<file path="config.mk">
export PLATFORM = sky130hd
export DESIGN_NAME = iter_counter
export DESIGN_NICKNAME = d
export VERILOG_FILES = /design/src/rtl/mult_ctrl_pkg.sv /design/src/rtl/iter_counter.sv
export SDC_FILE = /design/constraint.sdc
export NUM_CORES = 1
export LEC_CHECK = 0
export BUFFER_PORTS_ARGS = -buffer_cell sky130_fd_sc_hd__buf_2
export CAP_MARGIN = 20
export CORE_MARGIN = 8
export CORE_UTILIZATION = 30
export CTS_BUF_LIST = sky130_fd_sc_hd__clkbuf_2
export CTS_CLUSTER_SIZE = 25
export DETAILED_ROUTE_END_ITERATION = 6
export GPL_TIMING_DRIVEN = 0
export RECOVER_POWER = 25
export REMOVE_ABC_BUFFERS = 1
export SYNTH_ARGS = -nofsm -noshare
export SYNTH_HDL_FRONTEND = slang
export SYNTH_SLANG_ARGS = --single-unit
export TNS_END_PERCENT = 1
</file>
<file path="constraint.sdc">
create_clock -name Clk -period 2.65 [get_ports Clk]
set_input_delay 0.3975 -clock Clk [delete_from_list [all_inputs] [get_ports Clk]]
set_output_delay 0.3975 -clock Clk [all_outputs]
set_load 0.03 [all_outputs]
</file>
<file path="src/rtl/mult_ctrl_pkg.sv">
// Shared definitions for the multi-cycle arithmetic unit controllers.
// The divider controller imports this package as well.
package mult_ctrl_pkg;

  typedef enum logic [1:0] {
    IDLE = 2'd0,
    RUN  = 2'd1,
    DONE = 2'd2
  } state_t;

  // Multiplier run length; the divider overrides MAX_COUNT at instantiation.
  localparam int MAX_COUNT_DEF = 30;

endpackage

</file>
<file path="src/rtl/iter_counter.sv">
// Programmable iteration sequencer: counts enabled steps after Start and reports
// Busy / Last / Done to the arithmetic unit's control FSM. Supports stall, abort, restart.
module iter_counter
  import mult_ctrl_pkg::*;
#(
  parameter int WIDTH     = 6,
  parameter int MAX_COUNT = MAX_COUNT_DEF
) (
  input  logic             Clk,
  input  logic             Reset,
  input  logic             Start,
  input  logic [WIDTH-1:0] Limit,
  input  logic             Enable,
  input  logic             Abort,
  output logic [WIDTH-1:0] Count,
  output logic             Busy,
  output logic             Last,
  output logic             Done
);

  localparam logic [WIDTH-1:0] MAXC = MAX_COUNT[WIDTH-1:0];

  state_t           state;
  logic [WIDTH-1:0] count;
  logic [WIDTH-1:0] lim;
  logic [WIDTH-1:0] lim_sat;
  logic             at_last;

  assign lim_sat = (Limit > MAXC) ? MAXC : Limit;
  assign at_last = (count == lim - WIDTH'(1));

  always_ff @(posedge Clk) begin
    if (Reset) begin
      state <= IDLE;
      count <= '0;
      lim   <= '0;
    end else if (Abort) begin
      // Abort beats a simultaneous Start; Count is left as the run reached it.
      state <= IDLE;
    end else if (Start) begin
      lim   <= lim_sat;
      count <= '0;
      state <= (lim_sat == '0) ? DONE : RUN;
    end else begin
      case (state)
        RUN: if (Enable) begin
          count <= count + WIDTH'(1);
          if (at_last) state <= DONE;
        end
        DONE:    state <= IDLE;
        default: state <= IDLE;
      endcase
    end
  end

  assign Count = count;
  assign Busy  = (state == RUN);
  assign Done  = (state == DONE);
  assign Last  = (state == RUN) && at_last;

endmodule

</file>
# After elaboration in Yosys (flattened, before gate mapping)
# Index checks and enable logic that the tools add are counted.
totals:
  output_inout_bits: 9
  reg_bits: 14
  elab_cells: 29
  inputBits: 11
op_classes:
  n_bitwise: 1
  eq_ne: 5
  mux: 9
  n_addsub: 2
  n_reduce_logical: 8
  order_cmp: 1
ops:
  columns: ["op", "count"]
  rows:
  - ["$mux 6", 4]
  - ["$mux 2", 5]
  - ["$add 6x1->6 const B", 1]
  - ["$eq 6x6->1", 1]
  - ["$gt 6x5->1 const B", 1]
  - ["$logic_not 6->1", 1]
  - ["$sub 6x1->6 const B", 1]
  - ["$reduce_and 2->1", 2]
  - ["$reduce_bool 2->1", 2]
  - ["$ne 3x2->1 const B", 1]
  - ["$ne 3x3->1 const B", 1]
  - ["$reduce_and 3->1", 1]
  - ["$eq 2x1->1 const B", 1]
  - ["$eq 2x2->1 const B", 1]
  - ["$reduce_or 2->1", 1]
  - ["$logic_and 1x1->1", 1]
  - ["$not 1->1", 1]

# Logic depth before layout (Yosys ltp)
depth:
  depth_word: 6
  depth_mapped: 7
  depth_no_buf: 7

# Worst setup path before layout
# Ideal clock, no wire load.
synth_timing:
  path_kind: "flip-flop to output port"
  from: "reg lim[0]"
  to: "out Last"
  n_path_buf: 0
  arrival_time_ps: 1932
  path_stages_with_launch: 8
  t_required_ps: 2253
  slack_ps: 320
  path_cell_list: "dfxtp_1 inv_1 ha_1 xnor2_1 a21o_1 o21ai_2 nand4_2 nor3b_1"
synth_via:
  elab_chain_len: 3
synth_lines:
  columns: ["element", "line", "text"]
  rows:
  - ["start, declared", "iter_counter.sv:25", "logic [WIDTH-1:0] lim;"]
  - ["start signal, assigned", "iter_counter.sv:41", "lim <= lim_sat;"]
  - ["$sub 6x1->6", "iter_counter.sv:30", "assign at_last = (count == lim - WIDTH'(1));"]
  - ["$eq 6x6->1", "iter_counter.sv:30", null]
  - ["$logic_and 1x1->1", "iter_counter.sv:59", "assign Last = (state == RUN) && at_last;"]
  - ["end, declared", "iter_counter.sv:17", "output logic Last,"]
# Every way passes these cells.

# Worst setup path after layout
# Ends and elaborated chain as after synthesis.

==> impl_metrics.csv <==
group,metric,value,unit
cts,post_cts_buffers,0,
cts,htreeDepth,1,
cts,post_cts_resize_count,0,
global_route,grt_max_degree,11,
layout,fin_area,911,sq um
sta,fin_crit,2440,ps
power,vdd_drop_max,0.207,mV
detailed_routing,routed_wl,1780,microns
cts,cts_tree,"done",
detailed_routing,detail-route-antenna-nets,0,
critical_path,path_class,"reg -> out",
layout,drive_above_1_share,0.209,
layout,regArea,280,sq um
global_route,grt_util_met2,0.131,
sta,slew_headroom,0.593,
global_route,use_met1,0.0920,
synthesis,synth_seq_cells,14,
die,die_w,67.1,microns
sta,fin_setup_tns,0,ps
synthesis,ys_warn_count,0,
synthesis,synth_area_per_cell,8.23,sq um
synthesis,syn_inst,95,
synthesis,synthesis.area,782,sq um
global_route,grt_pass1_vias,657,
cts,clockBufferDepth,2,
sta,clock_skew,0.667,ps
cts,hold_buffers,0,
layout,fill_cells,278,
synthesis,yosys.area_share.simple,0.288,
detailed_routing,vias,701,
power,p_leak,0.397,nW
detailed_routing,first_pass_iters,4,
synthesis,ys_seq_area_frac,0.358,
global_route,grt.met3_usage,0.0453,
die,ios,20,
synthesis,synth_top_family_by_area,"simple AND/OR/NAND/NOR gates",
placed_design,port_buffers,19,
critical_path,start_kind,"flip-flop",
cts,clock_latency,270,ps
sta,min_period_over_period,0.921,
detailed_routing,remaining_drc_errors,0,
sta,rsz0062_at_grt,"no",
detailed_routing,wl_per_cell,12.3,microns
die,row_count,18,
sta,worst_pin_slew,608,ps
hold_path,hp-class,"in -> reg",
job,maxCapViolCount,0,
critical_path,worstPathRequired,2250,ps
critical_path,cp-end-kind,"output port",
synthesis,synth_compound_area_frac,0.136,
layout,num_antenna_cells,0,
synthesis,synth.distinct_cells,32,
sta,final-max-slew-violation-count,0,
die,start_util,0.316,
global_route,busiest_layer,"met2",
detailed_routing,drtIter0Drc,18,
critical_path,cp_slowest_stage_delay,430,ps
critical_path,cpMaxStageDelayCell,"dfxtp_1",
run_status,status,"finished, final reports clean",
cts,cts_sinks,14,
synthesis,synth_xor_xnor_area_share,0.134,
critical_path,crit_arrival,2040,ps
placed_design,place_area,900,sq um
global_route,grt_pass1_wl,2820,microns
power,cellPowerDensity,422,nW/um^2
layout,multiInputGateArea,469,sq um
placed_design,globalplace.congestion,0.714,
die,core,2480,sq um
cts,cts.clk_slew.worst_paths,130,ps
critical_path,cp_cell_sequence,"inv_1 > ha_1 > xnor2_1 > a21o_1 > o21ai_2 > nand4_2 > nor3b_1 > buf_2",
placed_design,hpwlAfterDp,1390,microns
synthesis,synthAdderAreaFrac,0.0320,
cts,cts_buffers,3,
global_route,antenna_found_initial,0,
die,fp.dieH,67.1,microns
critical_path,critPathMaxFanout,5,
layout,area_delta_synth_final,16.5,%
sta,fmax,0.410,GHz
synthesis,synthMuxAreaShare,0.0128,
sta,hold_slack,397,ps
global_route,track_usage,0.0823,
sta,setup_violations,0,
die,die_area,4500,sq um
layout,fin_nets,130,
detailed_routing,via_per_inst,4.83,
cts,clockRootBuffer,"clkbuf_2",
sta,hold_viol,0,
global_route,gr-total-overflow,0,
[critical path, delay by kind of cell, from the launching register on]
| family | cells | cell delay (ps) |
|---|---|---|
| and+or+nand+nor | 2 | 360 |
| adders and majority gates | 1 | 250 |
| buffers and inverters | 2 | 300 |
| AOI/OAI and AO/OA | 2 | 300 |
| xor gates and xnor gates | 1 | 140 |
| DFF | 1 | 430 |
[final timing paths]
path                       start                    end  slack (ps)  cells past startpoint
max          lim[0]$_SDFFE_PP0P_                   Last         210                      8
min                        Reset    lim[0]$_SDFFE_PP0P_         400                      2
max reg2reg  lim[0]$_SDFFE_PP0P_  state[0]$_SDFFE_PP0P_         980                      7
min reg2reg  lim[5]$_SDFFE_PP0P_    lim[5]$_SDFFE_PP0P_         460                      2
[metrics by stage]
step | util | instances | power, W | setup slack, ps
global route | 0.368 | 145 | 0.000414 | 19.2
finish | 0.368 | 145 | 0.000384 | 210
CTS | 0.369 | 145 | 0.000393 | 173
detailed placement | 0.363 | 142 | 0.000292 | 518
floorplan | - | 93 | 0.000270 | 304
global placement | 0.363 | 142 | 0.000290 | 571
[per-layer routing]
metal,vias to the layer above,part of all wire
li1,380,-
met3,2,0.066
met2,15,0.45
met4,0,0.0079
met5,-,0
met1,304,0.48
[logic make-up after synthesis]
| group | after synthesis |
|---|---|
| AO/OA/AOI/OAI | 15 |
| XOR/XNOR | 12 |
| adder cells (fa/ha/maj) | 2 |
| buffers and inverters | 6 |
| flip-flops | 14 |
| multiplexers | 1 |
| AND/OR/NAND/NOR | 45 |
[area by class of cell]
class,instances,area share
multi-input cells,75,0.515
well taps,30,0.0412
repair buffers,19,0.103
inverters,4,0.0165
flip-flops and latches,14,0.308
clock buffers,3,0.0165
[sequential cells by signal (all words and copies together), names as in the netlist]
register	cells
lim	6
Count	6
state	2
[placed cells by master (no fill, tap or decap), types with 2 or more instances in the layout]
master     n
nor2_1    20
buf_2     18
dfxtp_1   14
xnor2_1    6
xor2_1     6
nand2_1    6
nand4_1    5
inv_1      4
a211oi_1   4
nor3_1     3
clkbuf_2   3
nor2b_1    2
a21o_1     2
a21oi_1    2
nand3_1    2
ha_1       2
[synth_stat cells]
cell | count | area [sq um]
a211oi_1 | 4 | 30.0
a21o_1 | 2 | 15.0
a21oi_1 | 2 | 10.0
a22oi_1 | 1 | 7.51
a31oi_1 | 1 | 6.26
a41o_1 | 1 | 10.0
and3_2 | 1 | 7.51
buf_6 | 1 | 11.3
clkbuf_1 | 1 | 3.75
dfxtp_1 | 14 | 280
ha_1 | 2 | 25.0
inv_1 | 4 | 15.0
mux2i_1 | 1 | 10.0
nand2_1 | 6 | 22.5
nand3_1 | 2 | 10.0
nand3b_1 | 1 | 7.51
nand4_1 | 5 | 31.3
nand4_2 | 1 | 12.5
nand4b_1 | 1 | 8.76
nor2_1 | 19 | 71.3
nor2_2 | 1 | 6.26
nor2b_1 | 2 | 12.5
nor3_1 | 3 | 15.0
nor3b_1 | 1 | 7.51
nor4_1 | 1 | 6.26
o21ai_0 | 1 | 5.00
o21ai_2 | 1 | 8.76
o21bai_1 | 1 | 7.51
o22ai_1 | 1 | 6.26
or2_1 | 1 | 6.26
xnor2_1 | 6 | 52.6
xor2_1 | 6 | 52.6
[power by group]
part	switching [W]	internal, W
clock network	0.0000665	0.0000309
registers	0.00000629	0.000216
logic	0.0000370	0.0000275
Note: power is estimated with default switching activity, not from simulation.
